[config.mk]
export PLATFORM = sky130hd
export DESIGN_NAME = pipe_skid_stage
export DESIGN_NICKNAME = d
export VERILOG_FILES = /design/src/rtl/pipe_pkg.sv /design/src/rtl/pipe_sat_cnt.sv /design/src/rtl/pipe_skid_stage.sv
export SDC_FILE = /design/constraint.sdc
export NUM_CORES = 1
export LEC_CHECK = 0
export CAP_MARGIN = 5
export CORE_UTILIZATION = 46
export CTS_BUF_LIST = sky130_fd_sc_hd__clkbuf_4 sky130_fd_sc_hd__clkbuf_8
export DETAILED_ROUTE_END_ITERATION = 8
export GPL_TIMING_DRIVEN = 0
export PLACE_DENSITY = 0.81
export SLEW_MARGIN = 20
export SYNTH_ARGS = -nofsm -noshare
export SYNTH_HDL_FRONTEND = slang
export SYNTH_SLANG_ARGS = --single-unit
export TNS_END_PERCENT = 1
[constraint.sdc]
create_clock -name clk -period 1.9 [get_ports clk]
set_input_delay 0.38 -clock clk [delete_from_list [all_inputs] [get_ports clk]]
set_output_delay 0.38 -clock clk [all_outputs]
set_load 0.02 [all_outputs]
[src/rtl/pipe_pkg.sv]
// Shared definitions for the pipeline skid stage: state encoding and default counter width.
package pipe_pkg;

   localparam int PIPE_CNT_W = 16;

   typedef enum logic [1:0] {
      ST_EMPTY = 2'b00,
      ST_ONE   = 2'b01,
      ST_FULL  = 2'b11
   } pipe_state_t;

endpackage

[src/rtl/pipe_sat_cnt.sv]
// Saturating up-counter with synchronous clear; holds at all-ones instead of wrapping.
module pipe_sat_cnt #(
   parameter int W = 16
) (
   input  logic         clk,
   input  logic         clr,
   input  logic         inc,
   output logic [W-1:0] cnt
);

   always_ff @(posedge clk) begin
      if (clr) begin
         cnt <= '0;
      end else if (inc && (cnt != '1)) begin
         cnt <= cnt + 1'b1;
      end
   end

endmodule

[src/rtl/pipe_skid_stage.sv]
// Valid/ready pipeline register with 2-entry skid; latency 1, full throughput, registered ready.
// Optional stall/bubble counters under PIPE_SKID_PERF_EN (ports tied to 0 otherwise).
module pipe_skid_stage
   import pipe_pkg::*;
#(
   parameter int WIDTH          = 32,
   parameter int CLEAR_ON_EMPTY = 1,
   parameter int CNT_W          = PIPE_CNT_W
) (
   input  logic             clk,
   input  logic             rst,
   input  logic             flush,
   input  logic             in_valid,
   output logic             in_ready,
   input  logic [WIDTH-1:0] in_data,
   output logic             out_valid,
   input  logic             out_ready,
   output logic [WIDTH-1:0] out_data,
   output logic [CNT_W-1:0] stall_cnt,
   output logic [CNT_W-1:0] bubble_cnt
);

   pipe_state_t      state_q, state_nxt;
   logic [WIDTH-1:0] main_q, main_nxt;
   logic [WIDTH-1:0] skid_q, skid_nxt;
   logic             in_fire, out_fire;

   // Both handshake outputs decode from state only, so out_ready never reaches in_ready.
   assign in_ready  = (state_q != ST_FULL) && !rst;
   assign out_valid = (state_q != ST_EMPTY);
   assign out_data  = main_q;
   assign in_fire   = in_valid && in_ready;
   assign out_fire  = out_valid && out_ready;

   always_comb begin
      state_nxt = state_q;
      main_nxt  = main_q;
      skid_nxt  = skid_q;
      if (flush) begin
         state_nxt = ST_EMPTY;
         if ((state_q != ST_EMPTY) && (CLEAR_ON_EMPTY != 0)) begin
            main_nxt = '0;
         end
      end else begin
         case (state_q)
            ST_EMPTY: begin
               if (in_fire) begin
                  state_nxt = ST_ONE;
                  main_nxt  = in_data;
               end
            end
            ST_ONE: begin
               if (in_fire && out_fire) begin
                  main_nxt = in_data;
               end else if (in_fire) begin
                  state_nxt = ST_FULL;
                  skid_nxt  = in_data;
               end else if (out_fire) begin
                  state_nxt = ST_EMPTY;
                  if (CLEAR_ON_EMPTY != 0) begin
                     main_nxt = '0;
                  end
               end
            end
            ST_FULL: begin
               if (out_fire) begin
                  state_nxt = ST_ONE;
                  main_nxt  = skid_q;
               end
            end
            default: state_nxt = ST_EMPTY;
         endcase
      end
   end

   always_ff @(posedge clk) begin
      if (rst) begin
         state_q <= ST_EMPTY;
         main_q  <= '0;
         skid_q  <= '0;
      end else begin
         state_q <= state_nxt;
         main_q  <= main_nxt;
         skid_q  <= skid_nxt;
      end
   end

`ifdef PIPE_SKID_PERF_EN
   pipe_sat_cnt #(.W(CNT_W)) u_stall_cnt (
      .clk (clk),
      .clr (rst),
      .inc (out_valid && !out_ready),
      .cnt (stall_cnt)
   );

   pipe_sat_cnt #(.W(CNT_W)) u_bubble_cnt (
      .clk (clk),
      .clr (rst),
      .inc (!out_valid),
      .cnt (bubble_cnt)
   );
`else
   assign stall_cnt  = '0;
   assign bubble_cnt = '0;
`endif

endmodule
==> impl_metrics.csv, run 1 <==
group,metric,value,unit
route,wirelength,6770,um
clock_network,cts_made_buffers,9,
sta,drv_slew,0,
global_routing,track_usage,21.1,%
clock_network,cts_root_buf,"clkbuf_8",
worst_setup_path,crit_fanout,10,
final_layout,fillers,499,
floorplan,pin_count,103,
worst_setup_path,cp_data_arrival_time,1.50,ns
clock_network,cts.sinks,66,
worst_setup_path,worstSetupStartpointType,"primary input",
logic_synthesis,synthArstFlopShare,0,%
sta,fin_crit,1.88,ns
final_layout,fin_util,68.9,%
clock_network,clock_latency,0.34,ns
pwr,powerDensity,804,nW/um^2
sta,final_hold_viol_count,0,
clock_network,clockBufferDepth,2,
floorplan,die_height,81.8,um
logic_synthesis,synth_area_per_cell,9.27,sq um
clock_network,path_clk_slew,0.08,ns
sta,rsz0062_at_grt,"true",
clock_network,cts_max_level,3,
final_layout,drive_gt1_share,17.7,%
logic_synthesis,synth_edf_count,0,
status,status,"finished, final reports clean",
route,drt_first_pass_iters,4,
sta,max_freq,533,MHz
worst_setup_path,cp_cell_sequence,"clkdlybuf4s50_1 > buf_4 > buf_4 > nor2_1 > buf_2",
floorplan,die_width,81.8,um
floorplan,core,6030,sq um
hold_path,hold_path.class,"reg -> reg",
placed_design,place_area,3840,sq um
route,wl_per_cell,13.3,um
worst_setup_path,critPathCaptureType,"primary output",
worst_setup_path,crit_type,"in -> out",
sta,slew_headroom,48.8,%
global_routing,antenna_found_initial,0,
logic_synthesis,syn_area,2930,sq um
pwr,leakagePower,0.00156,uW
logic_synthesis,ys_warn_count,0,
floorplan,rows,28,
sta,setup_slack,0.0240,ns
clock_network,cts_hold_buffers,0,
floorplan,die_area,6690,sq um
global_routing,grt_pass1_vias,2354,
worst_setup_path,required,1.52,ns
final_layout,area_growth,41.8,%
logic_synthesis,synth-main-ff-cell,"dfxtp_1",
global_routing,overflow,0,
sta,setup_viol,0,
sta,fin_crit_sh,98.7,%
logic_synthesis,synth-seq-cells,66,
route,viasPerCell,4.85,
route,drtAntennaViolNets,0,
pwr,peakVddDrop,0.655,mV
worst_setup_path,max_stage_delay,0.52,ns
route,drcViolationCount,0,
placed_design,gp_congestion,0.743,
logic_synthesis,synth_seq_area_share,45.1,%
placed_design,portBuffers,70,
final_layout,final_area,4150,sq um
worst_setup_path,crit_top_cell,"buf_4",
logic_synthesis,syn_inst,316,
pwr,finalPower,3340,uW
global_routing,grt_pass1_wl,10700,um
route,via_count,2471,
worst_setup_path,cp_slowest_cell,"clkdlybuf4s50_1",
route,drt_iter0_drc,92,
clock_network,cts_tree,"built",
placed_design,dp_hpwl,4700,um
logic_synthesis,synth.distinct_cells,29,
sta,clock_skew,0.00631,ns
global_routing,grt_max_degree,13,
final_layout,diodes,0,
placed_design,preCtsSetupSlack,-0.838,ns
floorplan,start_util,48.6,%
job,drv_cap,0,
sta,worst_slew_pin_slew,0.767,ns
final_layout,fin_nets,470,
## logic make-up (layout without fill, tap and decap cells)
| group | count (synthesis) | after routing | synth area share (%) |
|---|---|---|---|
| adders and majority gates | 4 | 4 | 1.71 |
| other | 1 | 32 | 0.128 |
| AOI/OAI and AO/OA | 72 | 72 | 16.8 |
| and+or+nand+nor | 81 | 81 | 11.8 |
| DFF | 66 | 66 | 45.1 |
| muxes | 34 | 34 | 11.6 |
| buffers and inverters | 58 | 145 | 12.7 |
## report_power, final
group / internal [uW] / switching, uW
Combinational: 235 / 241
Clock: 868 / 542
Sequential: 1430 / 24.7
## cell usage in the layout (no fill, tap or decap), types with 4 or more instances in the layout
cell	n
clkbuf_1	4
inv_1	5
buf_4	37
buf_2	7
clkbuf_8	9
o2bb2ai_1	32
dfxtp_1	64
nand2_1	68
conb_1	32
clkdlybuf4s50_1	68
buf_6	5
a21oi_1	35
mux2i_1	34
## cell type report
cell class	count	area, sq um	share of cell area (%)
inverters	5	18.8	0.452
flip-flops and latches	66	1320	31.9
well taps	75	93.8	2.26
repair buffers	71	702	16.9
plain buffers	53	384	9.25
multi-input cells	223	1390	33.4
clock buffers	9	124	2.98
clock inverters	7	118	2.83
## metal layers
| metal | vias up | track usage, % | share of wire (%) |
|---|---|---|---|
| met2 | 87 | 35.4 | 47 |
| met4 | 0 | 7.37 | 1.3 |
| li1 | 1252 | - | - |
| met1 | 1121 | 25.9 | 44 |
| met3 | 11 | 5.78 | 7.3 |
| met5 | - | 0 | 0 |
## path summary, 6_finish.rpt
kind	endpoint	startpoint	slack, ns	depth (start not counted)
min	skid_q[27]$_SDFFE_PP0P_	skid_q[27]$_SDFFE_PP0P_	0.46	2
min reg2reg	skid_q[27]$_SDFFE_PP0P_	skid_q[27]$_SDFFE_PP0P_	0.46	2
max	in_ready	rst	0.02	5
max reg2reg	skid_q[6]$_SDFFE_PP0P_	state_q[1]$_SDFFE_PP0P_	0.05	8
## cells in the mapped netlist (2+ instances only)
cell | number | area share, %
a21oi_1 | 35 | 6.0
buf_1 | 2 | 0.26
buf_2 | 7 | 1.2
buf_4 | 33 | 8.5
buf_6 | 3 | 1.2
clkbuf_1 | 8 | 1.0
dfxtp_1 | 66 | 45
ha_1 | 4 | 1.7
inv_1 | 5 | 0.64
mux2i_1 | 34 | 12
nand2_1 | 68 | 8.7
nor2_1 | 3 | 0.38
o2bb2ai_1 | 32 | 9.6
## stage by stage
step | hold WS [ns] | instances | TNS, ns
2_1_floorplan | 0.436 | 347 | 0
3_3_place_gp | 0.441 | 492 | -16.24
3_5_place_dp | 0.445 | 492 | -18.93
4_1_cts | 0.458 | 508 | -1.51
5_1_grt | 0.478 | 509 | -0.226
6_report | 0.457 | 509 | 0
## worst max-delay path, delay by kind of cell
kind          cells  cell delay (ns)
buf+inv           4             1.05
simple gates      1             0.06
## sequential cells by signal, summed over array words and instances (netlist names)
| signal | count |
|---|---|
| skid_q | 32 |
| state_q | 2 |
| out_data | 32 |
## timing repair
item                                    CTS  global route
pin swaps                                 0             2
endpoints found under the setup margin   62            62
resized for setup                        16            17
setup buffers                             0             1
No activity file was read; power rests on OpenSTA's default activity.
==> run 2, diff against run 1 <==
--- a/config.mk
+++ b/config.mk
@@ -6,6 +6,7 @@
 export NUM_CORES = 1
 export LEC_CHECK = 0
 export CAP_MARGIN = 5
+export CORE_MARGIN = 5
 export CORE_UTILIZATION = 46
 export CTS_BUF_LIST = sky130_fd_sc_hd__clkbuf_4 sky130_fd_sc_hd__clkbuf_8
 export DETAILED_ROUTE_END_ITERATION = 8
==> impl_metrics.csv, run 2 (synthesis results as in run 1) <==
group,metric,value,unit
final_layout,area_growth,41.8,%
final_layout,multi_input_area,1400,sq um
job,drv_cap,0,
sta,rsz0062_at_grt,"true",
final_layout,layout_common_cells,"nand2_1 (68), clkdlybuf4s50_1 (68), dfxtp_1 (64)",
pwr,leakagePower,0.00157,uW
route,drcViolationCount,0,
clock_network,cts_tree,"built",
route,drt_iter0_drc,84,
hold_path,hold_path.class,"reg -> reg",
global_routing,track_usage,17.3,%
pwr,powerDensity,759,nW/um^2
worst_setup_path,worstSetupStartpointType,"primary input",
final_layout,seqCellArea,1320,sq um
sta,final_hold_viol_count,0,
final_layout,diodes,0,
sta,fin_crit_sh,98.1,%
final_layout,final_area,4150,sq um
sta,fin_crit,1.86,ns
route,viasPerCell,4.78,
worst_setup_path,crit_type,"in -> out",
worst_setup_path,cp_data_arrival_time,1.48,ns
floorplan,die_width,89.8,um
worst_setup_path,r2r_slack,0.08,ns
sta,setup_viol,0,
sta,worst_slew_pin_slew,0.730,ns
floorplan,pin_count,103,
clock_network,clock_latency,0.33,ns
worst_setup_path,critPathCaptureType,"primary output",
status,status,"finished, final reports clean",
route,wirelength,6810,um
placed_design,dp_hpwl,4990,um
sta,clock_skew,0.0123,ns
placed_design,gp_congestion,0.805,
worst_setup_path,worstReg2RegStart,"state_q[0]$_SDFFE_PP0P_",
sta,max_freq,537,MHz
route,drtAntennaViolNets,0,
sta,slew_headroom,51.3,%
hold_path,hold_start,"skid_q[23]$_SDFFE_PP0P_",
global_routing,grt_pass1_vias,2474,
clock_network,cts_max_level,3,
route,via_count,2437,
global_routing,antenna_found_initial,0,
clock_network,cts_root_buf,"clkbuf_8",
worst_setup_path,worstSetupStartpoint,"rst",
global_routing,grt_pass1_wl,11700,um
clock_network,cts_made_buffers,9,
global_routing,grt_max_degree,11,
route,drt_first_pass_iters,4,
placed_design,place_area,3840,sq um
sta,drv_slew,0,
floorplan,die_area,8060,sq um
clock_network,clockBufferDepth,2,
final_layout,fillers,543,
floorplan,core,6280,sq um
worst_setup_path,crit_fanout,10,
pwr,peakVddDrop,0.589,mV
floorplan,start_util,46.6,%
route,wl_per_cell,13.3,um
clock_network,cts.sinks,66,
floorplan,die_height,89.8,um
worst_setup_path,required,1.52,ns
final_layout,fin_nets,470,
placed_design,portBuffers,70,
clock_network,path_clk_slew,0.06,ns
pwr,finalPower,3150,uW
final_layout,drive_gt1_share,17.8,%
floorplan,rows,29,
global_routing,overflow,0,
[run 2: changes by cell type in the layout (fill, tap and decap cells not counted), moves of 3 or more]
cell	before	now
clkinvlp_4	3	0
buf_2	7	3
clkbuf_4	1	4
clkbuf_8	9	12
[run 2: report_power, final]
| group | switching [uW] | internal, uW | total, uW |
|---|---|---|---|
| registers | 24.4 | 1430 | 1450 |
| clock network | 501 | 720 | 1220 |
| logic | 241 | 237 | 478 |
| total | 767 | 2380 | 3150 |
[run 2: path summary, 6_finish.rpt]
| check | cells past startpoint | to |
|---|---|---|
| hold / removal | 2 | skid_q[23]$_SDFFE_PP0P_ |
| hold reg to reg | 2 | skid_q[23]$_SDFFE_PP0P_ |
| setup / recovery | 5 | in_ready |
| setup reg to reg | 7 | out_data[14]$_SDFFE_PP0P_ |
[run 2: worst max-delay path, stage by stage]
cell	delay (ns)
clkdlybuf4s50_1	0.55
buf_6	0.17
buf_4	0.18
nor2_1	0.05
buf_2	0.15
[run 2: through the flow]
| step | setup slack [ns] | utilization [%] | std cells | hold slack, ns | setup TNS [ns] |
|---|---|---|---|---|---|
| 6_report | 0.0367 | 66.1 | 510 | 0.455 | 0 |
| 5_1_grt | -0.0177 | 66.1 | 510 | 0.472 | -0.0411 |
| 4_1_cts | -0.171 | 64.8 | 509 | 0.455 | -2.36 |
| 3_5_place_dp | -0.835 | 61.2 | 494 | 0.446 | -17.61 |
| 3_3_place_gp | -0.808 | 61.2 | 494 | 0.442 | -15.76 |
| 2_1_floorplan | 0.171 | - | 347 | 0.436 | 0 |
[run 2: timing repair]
action | CTS | global route
resized for setup | 13 | 32
hold buffers | 0 | 0
setup endpoints to repair | 32 | 63
pin swaps | 1 | 3
setup buffers | 0 | 1
[run 2: layout make-up]
cell class / instances / area share, %
multi-input combinational: 223 / 33.8
tap: 77 / 2.32
clock inverter: 2 / 0.844
inverter: 5 / 0.452
clock buffer: 13 / 4.16
timing repair buffer: 71 / 16.9
buffer: 53 / 9.65
sequential: 66 / 31.9
[run 2: metal layers]
metal / part of all wire [%] / global-route usage [%]
met5: 0 / 0
met1: 44 / 21.0
met4: 0.84 / 5.67
met3: 9.3 / 8.26
met2: 46 / 27.0
